## src/rtl/game_controller_pkg.sv

```systemverilog
// Shared state codes, command bundle and command decode for the memory-game controller.
// Latency/backpressure: none, definitions only.
package game_controller_pkg;

    localparam int STATE_W = 3;

    localparam logic [STATE_W-1:0] S_INIT       = 3'd0;
    localparam logic [STATE_W-1:0] S_SETUP      = 3'd1;
    localparam logic [STATE_W-1:0] S_PLAY_FPGA  = 3'd2;
    localparam logic [STATE_W-1:0] S_PLAY_USER  = 3'd3;
    localparam logic [STATE_W-1:0] S_CHECK      = 3'd4;
    localparam logic [STATE_W-1:0] S_NEXT_ROUND = 3'd5;
    localparam logic [STATE_W-1:0] S_RESULT     = 3'd6;

    typedef enum logic [STATE_W-1:0] {
        ST_INIT       = S_INIT,
        ST_SETUP      = S_SETUP,
        ST_PLAY_FPGA  = S_PLAY_FPGA,
        ST_PLAY_USER  = S_PLAY_USER,
        ST_CHECK      = S_CHECK,
        ST_NEXT_ROUND = S_NEXT_ROUND,
        ST_RESULT     = S_RESULT
    } state_e;

    typedef struct packed {
        logic r1;
        logic r2;
        logic e1;
        logic e2;
        logic e3;
        logic e4;
        logic sel;
    } cmd_t;

    localparam cmd_t CMD_RESET = '{r1: 1'b1, r2: 1'b1, default: 1'b0};

    // Datapath commands asserted while the FSM sits in a given state.
    function automatic cmd_t decode_cmd(input state_e s);
        cmd_t c;
        c = '0;
        case (s)
            ST_INIT:       begin c.r1 = 1'b1; c.r2 = 1'b1; end
            ST_SETUP:      c.e1 = 1'b1;
            ST_PLAY_FPGA:  begin c.e3 = 1'b1; c.r2 = 1'b1; end
            ST_PLAY_USER:  c.e2 = 1'b1;
            ST_NEXT_ROUND: c.e4 = 1'b1;
            ST_RESULT:     c.sel = 1'b1;
            default:       c = '0;
        endcase
        return c;
    endfunction

endpackage

```

## src/rtl/key_debounce.sv

```systemverilog
// Synchronises and debounces the active-low ENTER key; one-cycle pulse on an accepted press.
// Latency: 2 sync flops + DEBOUNCE_CYCLES + 1 pulse register; no backpressure (pulse is fire-and-forget).
module key_debounce #(
    parameter int unsigned DEBOUNCE_CYCLES = 1_000_000
) (
    input  logic clk,
    input  logic rst_n,
    input  logic key_n,
    output logic press_p
);

    localparam int unsigned          CNT_W    = $clog2(DEBOUNCE_CYCLES + 1);
    localparam logic [CNT_W-1:0]     CNT_LAST = CNT_W'(DEBOUNCE_CYCLES - 1);

    logic             meta_q, meta_d;
    logic             sync_q, sync_d;
    logic             level_q, level_d;
    logic             pulse_q, pulse_d;
    logic [CNT_W-1:0] cnt_q, cnt_d;

    always_comb begin
        meta_d  = key_n;
        sync_d  = meta_q;
        cnt_d   = cnt_q;
        level_d = level_q;
        pulse_d = 1'b0;
        if (sync_q == level_q) begin
            cnt_d = '0;
        end else if (cnt_q == CNT_LAST) begin
            // Level has differed for DEBOUNCE_CYCLES consecutive cycles.
            cnt_d   = '0;
            level_d = sync_q;
            pulse_d = ~sync_q;
        end else begin
            cnt_d = cnt_q + 1'b1;
        end
    end

    always_ff @(posedge clk or negedge rst_n) begin
        if (!rst_n) begin
            meta_q  <= 1'b1;
            sync_q  <= 1'b1;
            level_q <= 1'b1;
            pulse_q <= 1'b0;
            cnt_q   <= '0;
        end else begin
            meta_q  <= meta_d;
            sync_q  <= sync_d;
            level_q <= level_d;
            pulse_q <= pulse_d;
            cnt_q   <= cnt_d;
        end
    end

    assign press_p = pulse_q;

endmodule

```

## src/rtl/game_controller.sv

```systemverilog
// Memory-game control FSM driving Datapath commands; outputs registered from next state (same cycle as state_o).
// No backpressure; ENTER debounced internally. CTRL_AUTO_RESTART_EN adds a timed RESULT -> INIT exit.
module game_controller
    import game_controller_pkg::*;
#(
    parameter int unsigned DEBOUNCE_CYCLES = 1_000_000,
    parameter int unsigned RESTART_CYCLES  = 250_000_000
) (
    input  logic               CLOCK_50,
    input  logic               RESET_N,
    input  logic               KEY_ENTER,
    input  logic               end_FPGA,
    input  logic               end_User,
    input  logic               end_time,
    input  logic               match,
    output logic               R1,
    output logic               R2,
    output logic               E1,
    output logic               E2,
    output logic               E3,
    output logic               E4,
    output logic               SEL,
    output logic [STATE_W-1:0] state_o
);

    state_e state_q, state_d;
    cmd_t   cmd_q, cmd_d;
    logic   enter_p;
    logic   dwell_done;

    key_debounce #(
        .DEBOUNCE_CYCLES(DEBOUNCE_CYCLES)
    ) u_key_debounce (
        .clk    (CLOCK_50),
        .rst_n  (RESET_N),
        .key_n  (KEY_ENTER),
        .press_p(enter_p)
    );

`ifdef CTRL_AUTO_RESTART_EN
    localparam int unsigned          DWELL_W    = $clog2(RESTART_CYCLES + 1);
    localparam logic [DWELL_W-1:0]   DWELL_LAST = DWELL_W'(RESTART_CYCLES - 1);

    logic [DWELL_W-1:0] dwell_q, dwell_d;

    // Held at zero outside RESULT, so each RESULT visit starts a fresh dwell.
    always_comb begin
        dwell_d = '0;
        if (state_q == ST_RESULT) begin
            dwell_d = dwell_q + 1'b1;
        end
    end

    always_ff @(posedge CLOCK_50 or negedge RESET_N) begin
        if (!RESET_N) begin
            dwell_q <= '0;
        end else begin
            dwell_q <= dwell_d;
        end
    end

    assign dwell_done = (state_q == ST_RESULT) && (dwell_q == DWELL_LAST);
`else
    logic unused_cfg;
    assign unused_cfg = (RESTART_CYCLES != 0);
    assign dwell_done = 1'b0;
`endif

    always_comb begin
        state_d = state_q;
        case (state_q)
            ST_INIT:       state_d = ST_SETUP;
            ST_SETUP:      if (enter_p) state_d = ST_PLAY_FPGA;
            ST_PLAY_FPGA:  if (end_FPGA) state_d = ST_PLAY_USER;
            ST_PLAY_USER: begin
                // Timeout has priority over a simultaneous press.
                if (end_time) begin
                    state_d = ST_RESULT;
                end else if (enter_p) begin
                    state_d = ST_CHECK;
                end
            end
            ST_CHECK: begin
                if (!match || end_User) begin
                    state_d = ST_RESULT;
                end else begin
                    state_d = ST_NEXT_ROUND;
                end
            end
            ST_NEXT_ROUND: state_d = ST_PLAY_FPGA;
            ST_RESULT:     if (enter_p || dwell_done) state_d = ST_INIT;
            default:       state_d = ST_INIT;
        endcase
        cmd_d = decode_cmd(state_d);
    end

    always_ff @(posedge CLOCK_50 or negedge RESET_N) begin
        if (!RESET_N) begin
            state_q <= ST_INIT;
            cmd_q   <= CMD_RESET;
        end else begin
            state_q <= state_d;
            cmd_q   <= cmd_d;
        end
    end

    assign R1      = cmd_q.r1;
    assign R2      = cmd_q.r2;
    assign E1      = cmd_q.e1;
    assign E2      = cmd_q.e2;
    assign E3      = cmd_q.e3;
    assign E4      = cmd_q.e4;
    assign SEL     = cmd_q.sel;
    assign state_o = state_q;

endmodule

```

## config.mk

```make
export PLATFORM = sky130hd
export DESIGN_NAME = game_controller
export DESIGN_NICKNAME = d
export VERILOG_FILES = /design/src/rtl/game_controller_pkg.sv /design/src/rtl/key_debounce.sv /design/src/rtl/game_controller.sv
export SDC_FILE = /design/constraint.sdc
export NUM_CORES = 1
export LEC_CHECK = 0
export CORE_UTILIZATION = 55
export CTS_BUF_LIST = sky130_fd_sc_hd__clkbuf_16
export CTS_CLUSTER_DIAMETER = 50
export CTS_CLUSTER_SIZE = 24
export DETAILED_ROUTE_END_ITERATION = 10
export GPL_TIMING_DRIVEN = 0
export PLACE_DENSITY_LB_ADDON = 0.05
export SYNTH_ARGS = -nofsm -noshare
export SYNTH_HDL_FRONTEND = slang
export SYNTH_SLANG_ARGS = --single-unit
```

## constraint.sdc

```tcl
create_clock -name CLOCK_50 -period 1.9 [get_ports CLOCK_50]
set_input_delay 0.19 -clock CLOCK_50 [delete_from_list [all_inputs] [get_ports CLOCK_50]]
set_output_delay 0.19 -clock CLOCK_50 [all_outputs]
set_load 0.01 [all_outputs]
```

==> reports/metrics.cfg <==
[run_status]
outcome=finished with violations
violations=DRC

[worst_setup_path]
cp_data_required_time_ns=2.10
end_kind=register
crit_type=reg -> reg
critPathLaunchType=register
crit_fanout=5
arrival_ns=1.87
worst_r2r_path_depth=6

[sta]
slew_headroom_pct=51.8
worst_slew_pin_slew_ns=0.723
tns_ns=0
hold_violations=0
skew_ns=0.00403
fin_crit_ns=1.67
final.period_utilization_pct=87.9
setup-violations-final=0
fmax_ghz=0.599
maxSlewViolCount=0
rsz0062_at_grt=false

[logic_synthesis]
synth_compound_gate_area_share_pct=10.0
synthDominantCellAreaShare_pct=43.5
synth_seq_cells=34
synth_edf_count=0
synth_warnings=0
synth_ff_type=dfrtp_1
seq_area_frac_synth_pct=51.3
synthMuxAreaShare_pct=0.675
synthAdderAreaFrac_pct=0.750
synthTopCellsByArea=dfrtp_1, dfstp_2, xnor2_1, nor2_1, nand3_1
yosysMostFrequentCell=dfrtp_1
synth-xor-area-share_pct=6.82
async_reset_ff_share_pct=100
avgSynthCellArea_um2=10.3
synth_top_family_by_area=simple AND/OR/NAND/NOR gates
synthTopCellsByCount=dfrtp_1, nor2_1, nand2_1, xnor2_1, nand3_1
yosysUniqueCellTypes=47
yosys.area_share.simple_pct=25.9
synth_area_mm2=0.00167
syn_inst=162
yosysTopAreaCell=dfrtp_1
synth_fp_nets=170

[clock_tree]
cts_resized=0
cts_root_buf=clkbuf_16
cts_setup_buffers=0
clk_pin_slew_ns=0.05
cts_buffers=5
cts_sinks=34
h-tree-depth=2
cts.path.max_buffers=2
worstSkewPairLatency_ns=0.28
cts_tree=built

[placement]
gp_congestion=0.859
hpwl_mm=2.20
io_buffers=16
postPlaceCellArea_mm2=0.00186

[final_layout]
final_design_area_no_fill_mm2=0.00207
nNetsFinal=194
diodes=0
layout-drive-gt1-share_pct=21.4
area_delta_synth_final_pct=23.8

[routing]
drt_wl_total_mm=3.14
vias_per_cell=5.83
num_vias=1270
firstDrtPassIters=7
drt_iter0_markers=48
drt.antenna.violating_nets=0
drc_errors=5
wire_per_inst_um=14.4

[power_and_ir_drop]
max-vdd-ir-drop_mv=0.586
power.density_mw_per_mm2=892
leakagePower_nw=0.865

[worst_hold_path]
min_path_cells=1
hold_path.class=in -> reg

[global_routing]
grt.overflow.total=0
grt_max_degree=35
grt_antenna_before_repair=0
first_global_vias=1302
grt_pass1_wl_mm=5.58
grt_util_all_layers_pct=22.7

[floorplanning]
die_h_um=57.1
rows=19
core_area_mm2=0.00281
dieArea_mm2=0.00326
io_pins=17
fp.dieW_um=57.1
initial_core_util_pct=59.5

[run]
max_cap_viol_count=0

-- critical path, cell delays in order (launching register included) --
cell	delay, ns
dfrtp_1	0.42
ha_1	0.25
and3_1	0.22
and4_2	0.18
buf_2	0.15
a31o_2	0.25
a21oi_1	0.12
-- registers in the layout, summed over array words and instances (netlist names) --
name	count
state_o	3
u_key_debounce.level_q	1
E1	1
R2	1
E2	1
E3	1
SEL	1
R1	1
u_key_debounce.meta_q	1
E4	1
u_key_debounce.press_p	1
u_key_debounce.sync_q	1
u_key_debounce.cnt_q	20
-- placed cells by master (no fill, tap or decap), drive strengths merged, types with 2 or more instances in the layout --
master,n
dfrtp,29
nor2,20
clkdlybuf4s50,15
nand2,11
xnor2,10
nand3,9
buf,8
a21oi,8
nand4,7
inv,6
clkbuf,6
dfstp,5
nor3,5
and3,5
a31o,4
o21ai,3
xor2,3
and4,3
nand2b,2
or3,2
nor4,2
a31oi,2
a211oi,2
bufinv,2
-- power by group --
group | leakage [nW] | internal, mW | switching, mW
sequential | 0.444 | 0.734 | 0.00844
combinational | 0.327 | 0.0217 | 0.0280
clock | 0.0940 | 0.753 | 0.299
total | 0.865 | 1.51 | 0.335
-- path summary, 6_finish.rpt --
kind	start	to	slack, ns
setup / recovery	u_key_debounce.cnt_q[0]	u_key_debounce.cnt_q[16]	0.23
hold / removal	KEY_ENTER	u_key_debounce.meta_q	0.32
setup reg to reg	u_key_debounce.cnt_q[0]	u_key_debounce.cnt_q[16]	0.23
hold reg to reg	u_key_debounce.meta_q	u_key_debounce.sync_q	0.36
max in group asynchronous	RESET_N	u_key_debounce.cnt_q[1]	0.93
min in group asynchronous	RESET_N	u_key_debounce.cnt_q[19]	0.50
-- cells by family after synthesis --
| kind of cell | Yosys count |
|---|---|
| flip-flops | 34 |
| XOR/XNOR | 13 |
| buffers and inverters | 14 |
| adder cells (fa/ha/maj) | 1 |
| multiplexers | 1 |
| AND/OR/NAND/NOR | 75 |
| AO/OA/AOI/OAI | 24 |
-- layer usage --
layer | track usage (%) | vias up | share of wire [%]
met5 | 0 | - | 0
met4 | 10.5 | 0 | 1.9
met3 | 5.90 | 6 | 3.7
met2 | 36.8 | 24 | 50
met1 | 28.7 | 616 | 45
li1 | - | 624 | -
-- stage by stage --
stage                     power (mW)  worst slack [ns]  hold slack [ns]  utilization, %  instances
final                           1.84             0.230            0.319            73.7        218
after detailed placement       0.804             0.232            0.292            66.4        209
after floorplan                0.773             0.338           -0.106               -        162
after global placement         0.804            0.0192            0.350            66.6        209
after global routing            1.89             0.118            0.320            73.7        218
after CTS                       1.86             0.233            0.319            73.7        218
-- timing repair --
action	4_1_cts	5_1_grt
hold buffers	1	0
hold endpoints to repair	27	0
endpoints found under the setup margin	0	0
-- layout make-up --
class                      count  area, µm²
clock buffer                   5        125
timing repair buffer          17        165
tap                           31       38.8
multi-input combinational    114        737
buffer                         8       52.6
inverter                       6       22.5
fill                         201        738
sequential                    34        857
clock inverter                 3       68.8
Note: power is estimated with default switching activity, not from simulation.
